### config.mk
export PLATFORM = sky130hd
export DESIGN_NAME = inst_prefetch
export DESIGN_NICKNAME = d
export VERILOG_FILES = /design/src/rtl/inst_prefetch_pkg.sv /design/src/rtl/inst_prefetch_fifo.sv /design/src/rtl/inst_prefetch.sv
export SDC_FILE = /design/constraint.sdc
export NUM_CORES = 1
export LEC_CHECK = 0
export ABC_AREA = 1
export BUFFER_PORTS_ARGS = -buffer_cell sky130_fd_sc_hd__buf_2
export CAP_MARGIN = 0
export CORE_ASPECT_RATIO = 1.1
export CORE_MARGIN = 5
export CORE_UTILIZATION = 55
export CTS_BUF_LIST = sky130_fd_sc_hd__clkbuf_8
export CTS_CLUSTER_SIZE = 16
export DETAILED_ROUTE_END_ITERATION = 12
export PLACE_DENSITY = 0.85
export SYNTH_ARGS = -nofsm -noshare
export SYNTH_HDL_FRONTEND = slang
export SYNTH_SLANG_ARGS = --single-unit
### constraint.sdc
create_clock -name clk_cpu -period 3.48 [get_ports clk_cpu]
set_input_delay 0.174 -clock clk_cpu [delete_from_list [all_inputs] [get_ports clk_cpu]]
set_output_delay 0.174 -clock clk_cpu [all_outputs]
set_load 0.05 [all_outputs]
### src/rtl/inst_prefetch_pkg.sv
// inst_prefetch_pkg: shared constants and helpers for the instruction prefetch stage.
// Latency: n/a (package only).
// Backpressure: n/a. Defaults for start address, NOP encoding and queue depth.
package inst_prefetch_pkg;

    localparam int unsigned IPF_WORD = 32;

    localparam int unsigned IPF_DEPTH_DEF = 4;

    localparam logic [IPF_WORD-1:0] IPF_START_ADRS = 32'h0000_1000;

    localparam logic [IPF_WORD-1:0] IPF_NOP_INST = 32'h0000_0000;

    function automatic logic [IPF_WORD-1:0] next_word(input logic [IPF_WORD-1:0] adrs);
        return adrs + 32'd4;
    endfunction

endpackage

### src/rtl/inst_prefetch_fifo.sv
// inst_prefetch_fifo (ipf_fifo): DEPTH x 32 synchronous FIFO with push/pop/clear and occupancy count.
// Latency: pushed word visible at head the cycle after the push; head is combinational from storage.
// Backpressure: none internally; caller guarantees no push when full and no pop when empty.
// Ports: clk_cpu/reset (async active-high), push+wr_dat, pop, clear (wins over push/pop),
//        rd_dat (head word), count (occupancy 0..DEPTH).
module inst_prefetch_fifo
    import inst_prefetch_pkg::*;
#(
    parameter int unsigned DEPTH = IPF_DEPTH_DEF,
    parameter int unsigned CW    = $clog2(DEPTH) + 1
) (
    input  logic                clk_cpu,
    input  logic                reset,
    input  logic                push,
    input  logic [IPF_WORD-1:0] wr_dat,
    input  logic                pop,
    input  logic                clear,
    output logic [IPF_WORD-1:0] rd_dat,
    output logic [CW-1:0]       count
);

    localparam int unsigned AW = $clog2(DEPTH);

    logic [IPF_WORD-1:0] mem_q [DEPTH];
    logic [AW-1:0]       wr_ptr_q, wr_ptr_d;
    logic [AW-1:0]       rd_ptr_q, rd_ptr_d;
    logic [CW-1:0]       count_q, count_d;

    always_comb begin
        wr_ptr_d = wr_ptr_q;
        rd_ptr_d = rd_ptr_q;
        count_d  = count_q;
        if (clear) begin
            wr_ptr_d = '0;
            rd_ptr_d = '0;
            count_d  = '0;
        end else begin
            if (push) wr_ptr_d = wr_ptr_q + 1'b1;
            if (pop)  rd_ptr_d = rd_ptr_q + 1'b1;
            case ({push, pop})
                2'b10:   count_d = count_q + 1'b1;
                2'b01:   count_d = count_q - 1'b1;
                default: count_d = count_q;
            endcase
        end
    end

    always_ff @(posedge clk_cpu or posedge reset) begin
        if (reset) begin
            wr_ptr_q <= '0;
            rd_ptr_q <= '0;
            count_q  <= '0;
        end else begin
            wr_ptr_q <= wr_ptr_d;
            rd_ptr_q <= rd_ptr_d;
            count_q  <= count_d;
        end
    end

    // Storage needs no reset: count gates every use of the head word.
    always_ff @(posedge clk_cpu) begin
        if (push && !clear) mem_q[wr_ptr_q] <= wr_dat;
    end

    assign rd_dat = mem_q[rd_ptr_q];
    assign count  = count_q;

endmodule

### src/rtl/inst_prefetch.sv
// inst_prefetch: turns the core pc into in-order word reads and buffers up to DEPTH words for the core.
// Latency: zero-wait memory -> mem_req 1st cycle after reset, inst_valid 3rd, then one word per cycle.
// Backpressure: requests stop when buffered + outstanding + discarded reaches DEPTH; a request holds until granted.
// Ports: clk_cpu, reset (async high), pc/inst_ack from core, inst/inst_valid to core,
//        mem_req/mem_adrs/mem_gnt request channel, mem_rvalid/mem_rdata in-order responses.
// Optional: define IPF_PERF_EN to add saturating perf_hit / perf_stall / perf_flush counters.
module inst_prefetch
    import inst_prefetch_pkg::*;
#(
    parameter int unsigned         DEPTH      = IPF_DEPTH_DEF,
    parameter logic [IPF_WORD-1:0] START_ADRS = IPF_START_ADRS
) (
    input  logic                clk_cpu,
    input  logic                reset,
    input  logic [IPF_WORD-1:0] pc,
    input  logic                inst_ack,
    output logic [IPF_WORD-1:0] inst,
    output logic                inst_valid,
    output logic                mem_req,
    output logic [IPF_WORD-1:0] mem_adrs,
    input  logic                mem_gnt,
    input  logic                mem_rvalid,
    input  logic [IPF_WORD-1:0] mem_rdata
`ifdef IPF_PERF_EN
    ,
    output logic [31:0]         perf_hit,
    output logic [31:0]         perf_stall,
    output logic [15:0]         perf_flush
`endif
);

    localparam int unsigned         CW      = $clog2(DEPTH) + 1;
    localparam logic [CW-1:0]       DEPTH_C = CW'(DEPTH);
    localparam logic [CW-1:0]       ONE_C   = CW'(1);
    localparam logic [IPF_WORD-1:0] START_W = {START_ADRS[IPF_WORD-1:2], 2'b00};

    logic [CW-1:0]       count;
    logic [CW-1:0]       outstanding_q, outstanding_d;
    logic [CW-1:0]       discard_q, discard_d;
    logic [IPF_WORD-1:0] head_adrs_q, head_adrs_d;
    logic [IPF_WORD-1:0] fetch_adrs_q, fetch_adrs_d;
    logic [IPF_WORD-1:0] req_adrs_q, req_adrs_d;
    logic                req_held_q, req_held_d;
    logic                req_stale_q, req_stale_d;

    logic [IPF_WORD-1:0] pc_word;
    logic [IPF_WORD-1:0] fifo_head;
    logic [CW-1:0]       in_use;
    logic                redirect, pop, push, grant, req_stale;
    logic                resp_drop, resp_data;
    logic [1:0]          unused_pc_lsb;

    assign unused_pc_lsb = pc[1:0];
    assign pc_word       = {pc[IPF_WORD-1:2], 2'b00};

    always_comb begin
        redirect   = (pc_word != head_adrs_q);
        inst_valid = (count != '0) && !redirect;
        inst       = inst_valid ? fifo_head : IPF_NOP_INST;
        pop        = inst_valid && inst_ack;

        in_use   = count + outstanding_q + discard_q;
        mem_req  = !reset && (req_held_q || (in_use < DEPTH_C));
        // A held request keeps its own address even after fetch_adrs moves on a redirect.
        mem_adrs = req_held_q ? req_adrs_q : fetch_adrs_q;
        grant    = mem_req && mem_gnt;
        // Anything on the request port during a redirect belongs to the old stream.
        req_stale = redirect || (req_held_q && req_stale_q);

        resp_drop = mem_rvalid && (discard_q != '0);
        // Responses with nothing outstanding (e.g. from before a reset) are ignored.
        resp_data = mem_rvalid && (discard_q == '0) && (outstanding_q != '0);
        push      = resp_data && !redirect;

        discard_d     = discard_q - (resp_drop ? ONE_C : '0);
        outstanding_d = outstanding_q - (resp_data ? ONE_C : '0);
        head_adrs_d   = head_adrs_q;
        fetch_adrs_d  = fetch_adrs_q;

        if (redirect) begin
            discard_d     = discard_d + outstanding_d + (grant ? ONE_C : '0);
            outstanding_d = '0;
            head_adrs_d   = pc_word;
            fetch_adrs_d  = pc_word;
        end else begin
            if (grant) begin
                if (req_stale) begin
                    discard_d = discard_d + ONE_C;
                end else begin
                    outstanding_d = outstanding_d + ONE_C;
                    fetch_adrs_d  = next_word(fetch_adrs_q);
                end
            end
            if (pop) head_adrs_d = next_word(head_adrs_q);
        end

        req_held_d  = mem_req && !mem_gnt;
        req_adrs_d  = mem_adrs;
        req_stale_d = req_held_d && req_stale;
    end

    always_ff @(posedge clk_cpu or posedge reset) begin
        if (reset) begin
            outstanding_q <= '0;
            discard_q     <= '0;
            head_adrs_q   <= START_W;
            fetch_adrs_q  <= START_W;
            req_adrs_q    <= START_W;
            req_held_q    <= 1'b0;
            req_stale_q   <= 1'b0;
        end else begin
            outstanding_q <= outstanding_d;
            discard_q     <= discard_d;
            head_adrs_q   <= head_adrs_d;
            fetch_adrs_q  <= fetch_adrs_d;
            req_adrs_q    <= req_adrs_d;
            req_held_q    <= req_held_d;
            req_stale_q   <= req_stale_d;
        end
    end

    inst_prefetch_fifo #(
        .DEPTH (DEPTH),
        .CW    (CW)
    ) u_fifo (
        .clk_cpu (clk_cpu),
        .reset   (reset),
        .push    (push),
        .wr_dat  (mem_rdata),
        .pop     (pop),
        .clear   (redirect),
        .rd_dat  (fifo_head),
        .count   (count)
    );

`ifdef IPF_PERF_EN
    logic [31:0] perf_hit_q, perf_hit_d;
    logic [31:0] perf_stall_q, perf_stall_d;
    logic [15:0] perf_flush_q, perf_flush_d;

    always_comb begin
        perf_hit_d   = perf_hit_q;
        perf_stall_d = perf_stall_q;
        perf_flush_d = perf_flush_q;
        if (pop && (perf_hit_q != '1))          perf_hit_d   = perf_hit_q + 32'd1;
        if (!inst_valid && (perf_stall_q != '1)) perf_stall_d = perf_stall_q + 32'd1;
        if (redirect && (perf_flush_q != '1))   perf_flush_d = perf_flush_q + 16'd1;
    end

    always_ff @(posedge clk_cpu or posedge reset) begin
        if (reset) begin
            perf_hit_q   <= '0;
            perf_stall_q <= '0;
            perf_flush_q <= '0;
        end else begin
            perf_hit_q   <= perf_hit_d;
            perf_stall_q <= perf_stall_d;
            perf_flush_q <= perf_flush_d;
        end
    end

    assign perf_hit   = perf_hit_q;
    assign perf_stall = perf_stall_q;
    assign perf_flush = perf_flush_q;
`endif

endmodule
==> run metrics <==
Final Hold Viols 0; WP depth 12; global route total overflow 0; Critical Path End inst[16]; clk sinks 235; drt first-iter violations around 670; met2 usage 0.4630; Yosys warnings 0; slowest CP cell dfrtp_1; Post-layout nets 1638; LEAKAGE 6.280 nW; GPL Wtd Cong 0.9595; R2R Setup Slk 0.62 ns; TritonCTS buffer count 38; area grow syn2layout 18.84%; max-slew violation count 0; Max-Cap Viols 0; Post-Place Cells 1742; initial antenna violation count 1; Relative slew margins 0.4718; post-route ant nets 0; Comb pwr share 0.152; Starting Density 0.5549; routed len/inst 16.39 µm; setup TNS 0 ns; Vias/cell roughly 5.4; fin crit share 0.8949; Worst EP arrival 2.94 ns; CP Class reg -> out; final WL ~31000 µm; vias in the first global route 10160; proportion of layout cells with a drive suffix above 1 0.1494; unrepaired setup endpoints after global routing false; CP Capture Type output port; die height about 160 µm; worst hold path depth 5; largest net degree at the start of global routing 65; gr usage total 0.2527; library cells used by synthesis 39; R2R cell count 15; Max clock buf depth 3; outcome completed; crit path buf inv count 3; Post-route DRC 0; setup ws final roughly 0.37 ns; average cell area after synthesis 8.720 µm²; P_sw 1.842 mW; CTS tree built; met3 usage 0.04523; Core Rows 56; Clk pwr share 0.347; most used cell, CP nand2_1; switch share 0.2945; setup violators final 0; mapped cell area between 10000 and 15000 µm²; Hold Crit Class in -> reg; Post-Syn Nets roughly 1400; sequential area share after synthesis 0.5538; CP startpoint kind flop; Mapped Cells 1351; FF-to-FF End discard_q[2]; CORE AREA 21230 µm²; Internal Power 4.414 mW; crit path time final 3.114 ns; Max VDD drop 0.2622 mV; Die ar. 24450 µm²; clock skew 0.03464 ns; critical-path maximum fanout 21; worst slew pin tran 0.7923 ns; global-route wire length before repair 49350 µm; delay-heaviest family, CP simple AND/OR/NAND/NOR gates; DR pass1 iterations 5; Max stage delay on crit path 0.43 ns; Root Buffer clkbuf_8; Seq cells post-synth between 200 and 250; Peak Freq 321.1 MHz; Die X roughly 150 µm; IO Port Bufs 132; Critical Path RT 3.31 ns; part of the power in registers 0.502; # fillers 1647; Post-CTS Setup Inserts 0; Cell Chain, Critical Path inv_1 -> nand2_1 -> nand2_1 -> nor2_1 -> nand2_1 -> nor2_1 -> nand2_1 -> nor2_4 -> nand2_4 -> buf_4 -> a21oi_1 -> buf_2; Worst setup startpoint head_adrs_q[24]; Pwr Density around 450 nW/µm²; busiest grt layer met2; pre-CTS WS 0.6175 ns; vias post-DR around 10000; Reg-to-Reg Start u_fifo.count[1]; met1 usage 0.2934; DPL Wire Length between 20000 and 25000 µm; Reg clk slew, reported paths ~0.070 ns; fin cells about 1900; clock latency at the later pin of the worst-skew pair 0.55 ns; H-tree levels 2; multi-input logic area 4471 µm²; register area 6528 µm²; I/O Pins 135
[worst register-to-register path: stages, from the launching register on]
cell and delay, ns:
dfrtp_1 0.39, inv_1 0.10, fa_1 0.45, xnor2_1 0.17, or2_1 0.25, nand2_1 0.06, nand2_1 0.06, nand3_2 0.07
nand3_2 0.12, fa_1 0.43, inv_1 0.08, fa_1 0.17, xor2_1 0.16, nand2_1 0.10, nand3b_1 0.12, nand2_1 0.06
[worst min path at each step]
stage            start               end
3_3_place_gp   mem_gnt        req_held_q
6_report        pc[10]  fetch_adrs_q[10]
5_1_grt         pc[31]  fetch_adrs_q[31]
3_5_place_dp   mem_gnt        req_held_q
4_1_cts         pc[31]  fetch_adrs_q[31]
2_1_floorplan  mem_gnt        req_held_q
[layer usage]
layer / share of wire / vias up
li1: - / 4826
met1: 0.39 / 4807
met2: 0.52 / 409
met3: 0.070 / 61
met4: 0.028 / 0
met5: 0 / -
[power by group through the flow]
stage | clock [mW] | combinational (mW) | sequential [mW]
after global placement | 0 | 0.856 | 3.18
after detailed placement | 0 | 0.888 | 3.19
after global routing | 2.33 | 1.05 | 3.15
after floorplan | 0 | 0.646 | 3.17
after CTS | 2.18 | 0.945 | 3.14
final | 2.17 | 0.949 | 3.14
[Yosys cell counts, drive strengths merged]
library cell    n  area share
a21o            1     0.00064
a21oi          36       0.015
a31oi           2      0.0011
and2            2      0.0011
buf            25       0.014
clkbuf         23      0.0073
clkinv          1     0.00032
dfrtp         104        0.22
dfstp           3      0.0067
edfxtp        128        0.33
fa              4      0.0068
ha             13       0.014
inv           146       0.047
nand2         344        0.11
nand3          59       0.026
nand3b          3      0.0019
nand4          13      0.0069
nor2          201       0.066
nor3           29       0.013
nor3b           2      0.0013
nor4            8      0.0042
o211ai         26       0.017
o21ai         123       0.052
or2             2      0.0011
xnor2           5      0.0037
xor2           48       0.036
[sequential cells by signal, indices dropped and copies added (netlist names)]
signal           cells
discard_q            3
fetch_adrs_q        30
head_adrs_q         30
outstanding_q        3
req_adrs_q          32
req_held_q           1
req_stale_q          1
u_fifo.count         3
u_fifo.mem_q       128
u_fifo.rd_ptr_q      2
u_fifo.wr_ptr_q      2
[logic make-up (layout without fill, tap and decap cells)]
group / after synthesis / in the layout / share of synthesized area
AO/OA/AOI/OAI: 188 / 188 / 0.08581
flip-flops: 235 / 235 / 0.5538
buffers and inverters: 195 / 424 / 0.06797
XOR/XNOR: 53 / 53 / 0.03940
other: 0 / 1 / 0
AND/OR/NAND/NOR: 663 / 663 / 0.2324
adder cells (fa/ha/maj): 17 / 17 / 0.02060
[stage by stage]
| step | utilization | cell area, µm² | power [mW] | hold WS (ns) |
|---|---|---|---|---|
| floorplan | - | 11790 | 3.819 | 0.2478 |
| global placement | 0.5989 | 12710 | 4.040 | 0.3675 |
| detailed placement | 0.5989 | 12710 | 4.077 | 0.3700 |
| CTS | 0.6591 | 13990 | 6.264 | 0.01508 |
| global route | 0.6595 | 14000 | 6.521 | 0.05382 |
| finish | 0.6595 | 14000 | 6.256 | 0.03938 |
[placed cells by master (no fill, tap or decap), types with 4 or more instances in the layout]
cell | netlist | layout
nor3_1 | 28 | 28
o21ai_1 | 12 | 12
xnor2_1 | 5 | 5
ha_1 | 13 | 13
buf_2 | 11 | 132
buf_4 | 2 | 16
edfxtp_1 | 128 | 128
nand3_1 | 56 | 56
nand2_1 | 340 | 340
nor2_1 | 196 | 192
clkinv_1 | 1 | 5
a21oi_1 | 36 | 36
o211ai_1 | 26 | 26
nand4_1 | 13 | 13
xor2_1 | 48 | 48
o21ai_0 | 111 | 111
dfrtp_1 | 104 | 102
clkbuf_8 | 0 | 39
inv_1 | 129 | 146
fa_1 | 4 | 4
nor4_1 | 8 | 8
nor2_2 | 2 | 6
dlygate4sd3_1 | 0 | 60
inv_2 | 16 | 16
[what timing repair did]
action                     in CTS  in global routing
hold endpoints to repair      221                  0
gates resized for setup         0                  1
hold buffers                   60                  0
setup endpoints to repair       0                  4
[final cells by class]
cell class | instances | area share
Tap cell | 290 | 0.02592
Clock buffer | 39 | 0.03834
Sequential cell | 235 | 0.4662
Multi-Input combinational cell | 921 | 0.3193
Timing Repair Buffer | 209 | 0.1001
Clock inverter | 29 | 0.01010
Inverter | 147 | 0.03986
Antenna cell | 1 | 0.0001787
Power figures use the tool's default switching activity.
